==> src/rtl/sort_unloader.sv <==
// Streams memory words 0..num-1 out through a 2-entry FIFO with valid/ready.
// Optional feature macro: SORT_UNLOADER_ORDER_CHECK_EN (unsigned ascending check).
module sort_unloader #(
  parameter int MM = 256,
  parameter int MN = 32,
  parameter int MW = 8
) (
  input  logic          clk,
  input  logic          reset_n,
  input  logic          start,
  input  logic [MW:0]   num,
  output logic          busy,
  output logic          done,
  output logic          MemRd,
  output logic [MW-1:0] MemRdAddr,
  input  logic [MN-1:0] MemRdData,
  output logic          out_valid,
  input  logic          out_ready,
  output logic [MN-1:0] out_data,
  output logic          out_last,
  output logic          order_err
);

  typedef enum logic [1:0] {
    IDLE,
    READ,
    DRAIN,
    DONE
  } state_t;

  localparam logic [MW:0] MM_W = (MW+1)'(MM);

  state_t state;
  logic [MW:0] rd;
  logic [MW:0] num_q;
  logic [MW:0] num_eff;
  logic rd_pend;
  logic rd_pend_last;
  logic rd_last;
  logic [2:0] credit;

  logic [1:0][MN-1:0] fifo_d;
  logic [1:0] fifo_l;
  logic wptr;
  logic rptr;
  logic [1:0] occ;
  logic push;
  logic pop;
  logic accept;

  assign num_eff = (num > MM_W) ? MM_W : num;
  assign accept = (state == IDLE) && start;
  assign push = rd_pend;
  assign pop = out_valid && out_ready;
  assign rd_last = (rd == num_q - 1'b1);
  assign credit = {1'b0, occ} + {2'b0, rd_pend};

  // A slot being popped this cycle counts as free, keeping full throughput.
  assign MemRd = (state == READ)
    && ((credit - {2'b0, pop}) < 3'd2);
  assign MemRdAddr = rd[MW-1:0];

  assign busy = (state != IDLE);
  assign done = (state == DONE);

  assign out_valid = (occ != 2'd0);
  assign out_data = fifo_d[rptr];
  assign out_last = out_valid && fifo_l[rptr];

  always_ff @(posedge clk or negedge reset_n) begin
    if (!reset_n) begin
      state <= IDLE;
      rd <= '0;
      num_q <= '0;
      rd_pend <= 1'b0;
      rd_pend_last <= 1'b0;
    end else begin
      rd_pend <= MemRd;
      rd_pend_last <= MemRd && rd_last;
      unique case (state)
        IDLE: begin
          if (start) begin
            num_q <= num_eff;
            rd <= '0;
            state <= (num_eff == '0) ? DONE : READ;
          end
        end
        READ: begin
          if (MemRd) begin
            rd <= rd + 1'b1;
            if (rd_last) state <= DRAIN;
          end
        end
        DRAIN: begin
          if (pop && out_last) state <= DONE;
        end
        DONE: state <= IDLE;
        default: state <= IDLE;
      endcase
    end
  end

  always_ff @(posedge clk or negedge reset_n) begin
    if (!reset_n) begin
      fifo_d <= '0;
      fifo_l <= '0;
      wptr <= 1'b0;
      rptr <= 1'b0;
      occ <= '0;
    end else begin
      if (push) begin
        fifo_d[wptr] <= MemRdData;
        fifo_l[wptr] <= rd_pend_last;
        wptr <= ~wptr;
      end
      if (pop) rptr <= ~rptr;
      occ <= occ + {1'b0, push} - {1'b0, pop};
    end
  end

`ifdef SORT_UNLOADER_ORDER_CHECK_EN
  logic [MN-1:0] prev;
  logic have_prev;

  always_ff @(posedge clk or negedge reset_n) begin
    if (!reset_n) begin
      prev <= '0;
      have_prev <= 1'b0;
      order_err <= 1'b0;
    end else if (accept) begin
      have_prev <= 1'b0;
      order_err <= 1'b0;
    end else if (pop) begin
      prev <= out_data;
      have_prev <= 1'b1;
      if (have_prev && (out_data < prev)) order_err <= 1'b1;
    end
  end
`else
  assign order_err = 1'b0;
`endif

endmodule

==> config.mk <==
export PLATFORM = sky130hd
export DESIGN_NAME = sort_unloader
export DESIGN_NICKNAME = d
export VERILOG_FILES = /design/src/rtl/sort_unloader.sv
export SDC_FILE = /design/constraint.sdc
export NUM_CORES = 1
export LEC_CHECK = 0
export CORE_MARGIN = 2
export CORE_UTILIZATION = 56
export DETAILED_ROUTE_END_ITERATION = 16
export GPL_ROUTABILITY_DRIVEN = 0
export PLACE_DENSITY = 0.86
export SLEW_MARGIN = 20
export SYNTH_ARGS = -nofsm -noshare
export SYNTH_HDL_FRONTEND = slang
export SYNTH_SLANG_ARGS = --single-unit
==> constraint.sdc <==
create_clock -name clk -period 4.6 [get_ports clk]
set_input_delay 0.92 -clock clk [delete_from_list [all_inputs] [get_ports clk]]
set_output_delay 0.92 -clock clk [all_outputs]
set_load 0.01 [all_outputs]
==> flow_metrics.env <==
export IMPL_tns_ns=0
export IMPL_syn_to_final_growth_pct=24.8
export IMPL_htreeDepth=3
export IMPL_postRouteAntennaNets=0
export IMPL_clock_root_buffer="clkbuf_8"
export IMPL_post_route_drc_count=0
export IMPL_path_cells="clkdlybuf4s50_1 > o21ai_0 > inv_1 > ha_1 > inv_1 > ha_1 > fa_1 > xnor2_1 > nor2_1 > and2_1 > dlymetal6s2s_1"
export IMPL_met3_usage_pct=5.22
export IMPL_powerDensity_nw_per_um2=686
export IMPL_dieArea_sq_um=8880
export IMPL_hold_path_class="reg2reg"
export IMPL_post_dp_cell_area_sq_um=5490
export IMPL_clock_path_buffers=2
export IMPL_ys_seq_area_share_pct=50.5
export IMPL_synthArstFlopShare_pct=100
export IMPL_grt_max_degree=51
export IMPL_start_kind="input port"
export IMPL_cp_slowest_cell="clkdlybuf4s50_1"
export IMPL_dp_hpwl_um=6500
export IMPL_required_ns=3.68
export IMPL_final_max_slew_violation_count=0
export IMPL_syn_inst=374
export IMPL_arrival_ns=3.17
export IMPL_worstSetupPathType="in2out"
export IMPL_cts_tree="built"
export IMPL_fmax_mhz=244
export IMPL_synth_area_top_cells="dfrtp_1 50%, mux2_2 24%, ha_1 2.5%"
export IMPL_vdd_ir_drop_max_mv=0.344
export IMPL_finalPower_uw=3900
export IMPL_synth_top_cell_area_share_pct=50.5
export IMPL_path_max_fanout=4
export IMPL_ios=91
export IMPL_io_buffers=89
export IMPL_cts_buffers_inserted=9
export IMPL_die_w_um=94.2
export IMPL_final_area_sq_um=5690
export IMPL_hold_violations=0
export IMPL_synth_edf_count=0
export IMPL_finalNonFillerCells=562
export IMPL_antenna_found_initial=0
export IMPL_min_period_ns=4.09
export IMPL_ys_ff_latch=92
export IMPL_status="finished, final reports clean"
export IMPL_grt_ovfl_total=0
export IMPL_cp_num_buf_inv=4
export IMPL_synth_ff_type="dfrtp_1"
export IMPL_drtIter0Drc=112
export IMPL_initial_utilization_pct=58.4
export IMPL_power_leakage_uw=0.00242
export IMPL_gr_usage_met1_pct=27.5
export IMPL_worst_pin_slew_ns=1.02
export IMPL_num_rows=32
export IMPL_synthesis_nets=429
export IMPL_slowest_delay_ns=0.39
export IMPL_grt_busiest_layer="met2"
export IMPL_yosysTopAreaCell="dfrtp_1"
export IMPL_fin_skew_ns=0.0157
export IMPL_first_global_vias=3136
export IMPL_rsz0062_at_grt="no"
export IMPL_synth_area_per_cell_sq_um=12.2
export IMPL_cp_top_family="adder cells"
export IMPL_clkLatencyLatePin_ns=0.37
export IMPL_clkTransAtPathRegs_ns=0.09
export IMPL_dp_cells=546
export IMPL_setup_viol=0
export IMPL_syn_area_sq_um=4560
export IMPL_relSlewSlack_pct=31.9
export IMPL_core_area_sq_um=7810
export IMPL_final_nets=510
export IMPL_use_met2_pct=36.6
export IMPL_cts_sinks=92
export IMPL_dr_total_vias=3099
export IMPL_wire_per_inst_um=16.2
export IMPL_vias_per_cell=5.51
export IMPL_drv_cap=0
export IMPL_dieHeight_um=94.2
export IMPL_synth_cell_types=48
export IMPL_grtUsageTotal_pct=21.7
export IMPL_diodes=0
export IMPL_drive_above_1_share_pct=27.8
export IMPL_routed_wl_um=9110
export IMPL_grt_first_pass_wirelength_um=14800
export IMPL_first_pass_iters=4
export IMPL_cp_end_kind="output pin"
export IMPL_yosysWarnings=0
export IMPL_finalCritPeriodShare_pct=89.0
per-stage QoR:
stage	worst slack (ns)	util (%)	hold WS (ns)
2_1_floorplan	1.12	-	0.460
3_3_place_gp	0.218	70.3	0.481
3_5_place_dp	0.183	70.3	0.487
4_1_cts	0.162	72.8	0.509
5_1_grt	0.332	72.9	0.519
6_report	0.505	72.9	0.507
metal layers:
layer / vias up / wire [um]
met3: 16 / 498
met1: 1519 / 4080
met5: - / 0
met2: 90 / 4380
li1: 1474 / -
met4: 0 / 152
worst register-to-register path, cell delays in order, from the launching register on:
cell,delay (ns)
dfrtp_1,0.44
o21ai_0,0.34
inv_1,0.09
ha_1,0.28
inv_1,0.04
ha_1,0.18
fa_1,0.39
xnor2_1,0.18
o21ai_0,0.41
nand3_1,0.25
or2_2,0.33
o311a_2,0.13
nor3_1,0.14
layout make-up:
cell class	instances	area, sq um
fill	555	2120
multi-input combinational	246	2090
sequential	92	2300
timing repair buffer	93	921
clock inverter	6	57.6
inverter	13	48.8
clock buffer	10	138
tap	102	128
power breakdown:
| group | total [uW] | switching [uW] | internal (uW) | leakage, uW |
|---|---|---|---|---|
| clock network | 530 | 309 | 220 | 0.0000923 |
| logic | 1990 | 834 | 1160 | 0.00120 |
| registers | 1380 | 217 | 1170 | 0.00113 |
| total | 3900 | 1360 | 2540 | 0.00242 |
synth_stat cells (all sizes together) (2+ instances only):
library cell	n
o311ai	3
inv	13
and2	3
xnor2	10
nand3b	2
nand4	3
a22o	2
a21oi	2
ha	9
nand3	6
nand2b	9
nor4b	3
nand2	20
or2	2
a31oi	2
buf	15
nor2	17
mux2	99
nor3	8
o21ai	17
xor2	6
dfrtp	92
or4	3
clkbuf	8
flip-flops by register name, summed over array words and instances, names as in the netlist:
| signal | cells |
|---|---|
| fifo_l | 2 |
| rptr | 1 |
| rd_pend_last | 1 |
| rd | 9 |
| fifo_d | 64 |
| state | 2 |
| push | 1 |
| num_q | 9 |
| occ | 2 |
| wptr | 1 |
cells in the final DEF (no fill, tap or decap), types with 3 or more instances in the layout:
cell | netlist | final
nand3_1 | 6 | 6
nand4_1 | 3 | 3
or4_1 | 3 | 3
xor2_1 | 6 | 6
ha_1 | 9 | 9
nand2_1 | 20 | 20
nor2_1 | 17 | 16
clkdlybuf4s50_1 | 0 | 87
clkbuf_8 | 0 | 10
nor4b_1 | 3 | 3
inv_1 | 13 | 13
o21ai_0 | 17 | 17
mux2_2 | 99 | 99
dfrtp_1 | 92 | 92
and2_1 | 3 | 3
nor3_1 | 8 | 8
nand2b_1 | 9 | 9
xnor2_1 | 10 | 10
buf_4 | 9 | 5
kinds of logic (layout without fill, tap and decap cells):
family / count (synthesis) / in the layout / share of synthesized area (%)
adder cells (fa/ha/maj): 10 / 10 / 2.91
buffers and inverters: 36 / 122 / 3.73
AND/OR/NAND/NOR: 85 / 85 / 10.1
multiplexers: 100 / 100 / 24.7
flip-flops: 92 / 92 / 50.5
other: 1 / 1 / 0.0822
AO/OA/AOI/OAI: 34 / 34 / 4.97
XOR/XNOR: 16 / 16 / 3.07
worst paths after layout:
check	start	to	slack, ns	cells past startpoint
min in group asynchronous	reset_n	fifo_d[41]	0.56	1
max	out_ready	MemRd	0.51	11
max in group asynchronous	reset_n	num_q[8]	3.03	2
max reg2reg	occ[1]	state[0]	1.33	12
min	fifo_d[63]	fifo_d[63]	0.51	1
min reg2reg	fifo_d[63]	fifo_d[63]	0.51	1
timing repair:
action                     CTS  global route
setup endpoints to repair    0             1
hold buffers                 0             0
gates resized for setup      0             1
buffers inserted             0             0
Power figures use the tool's default switching activity.
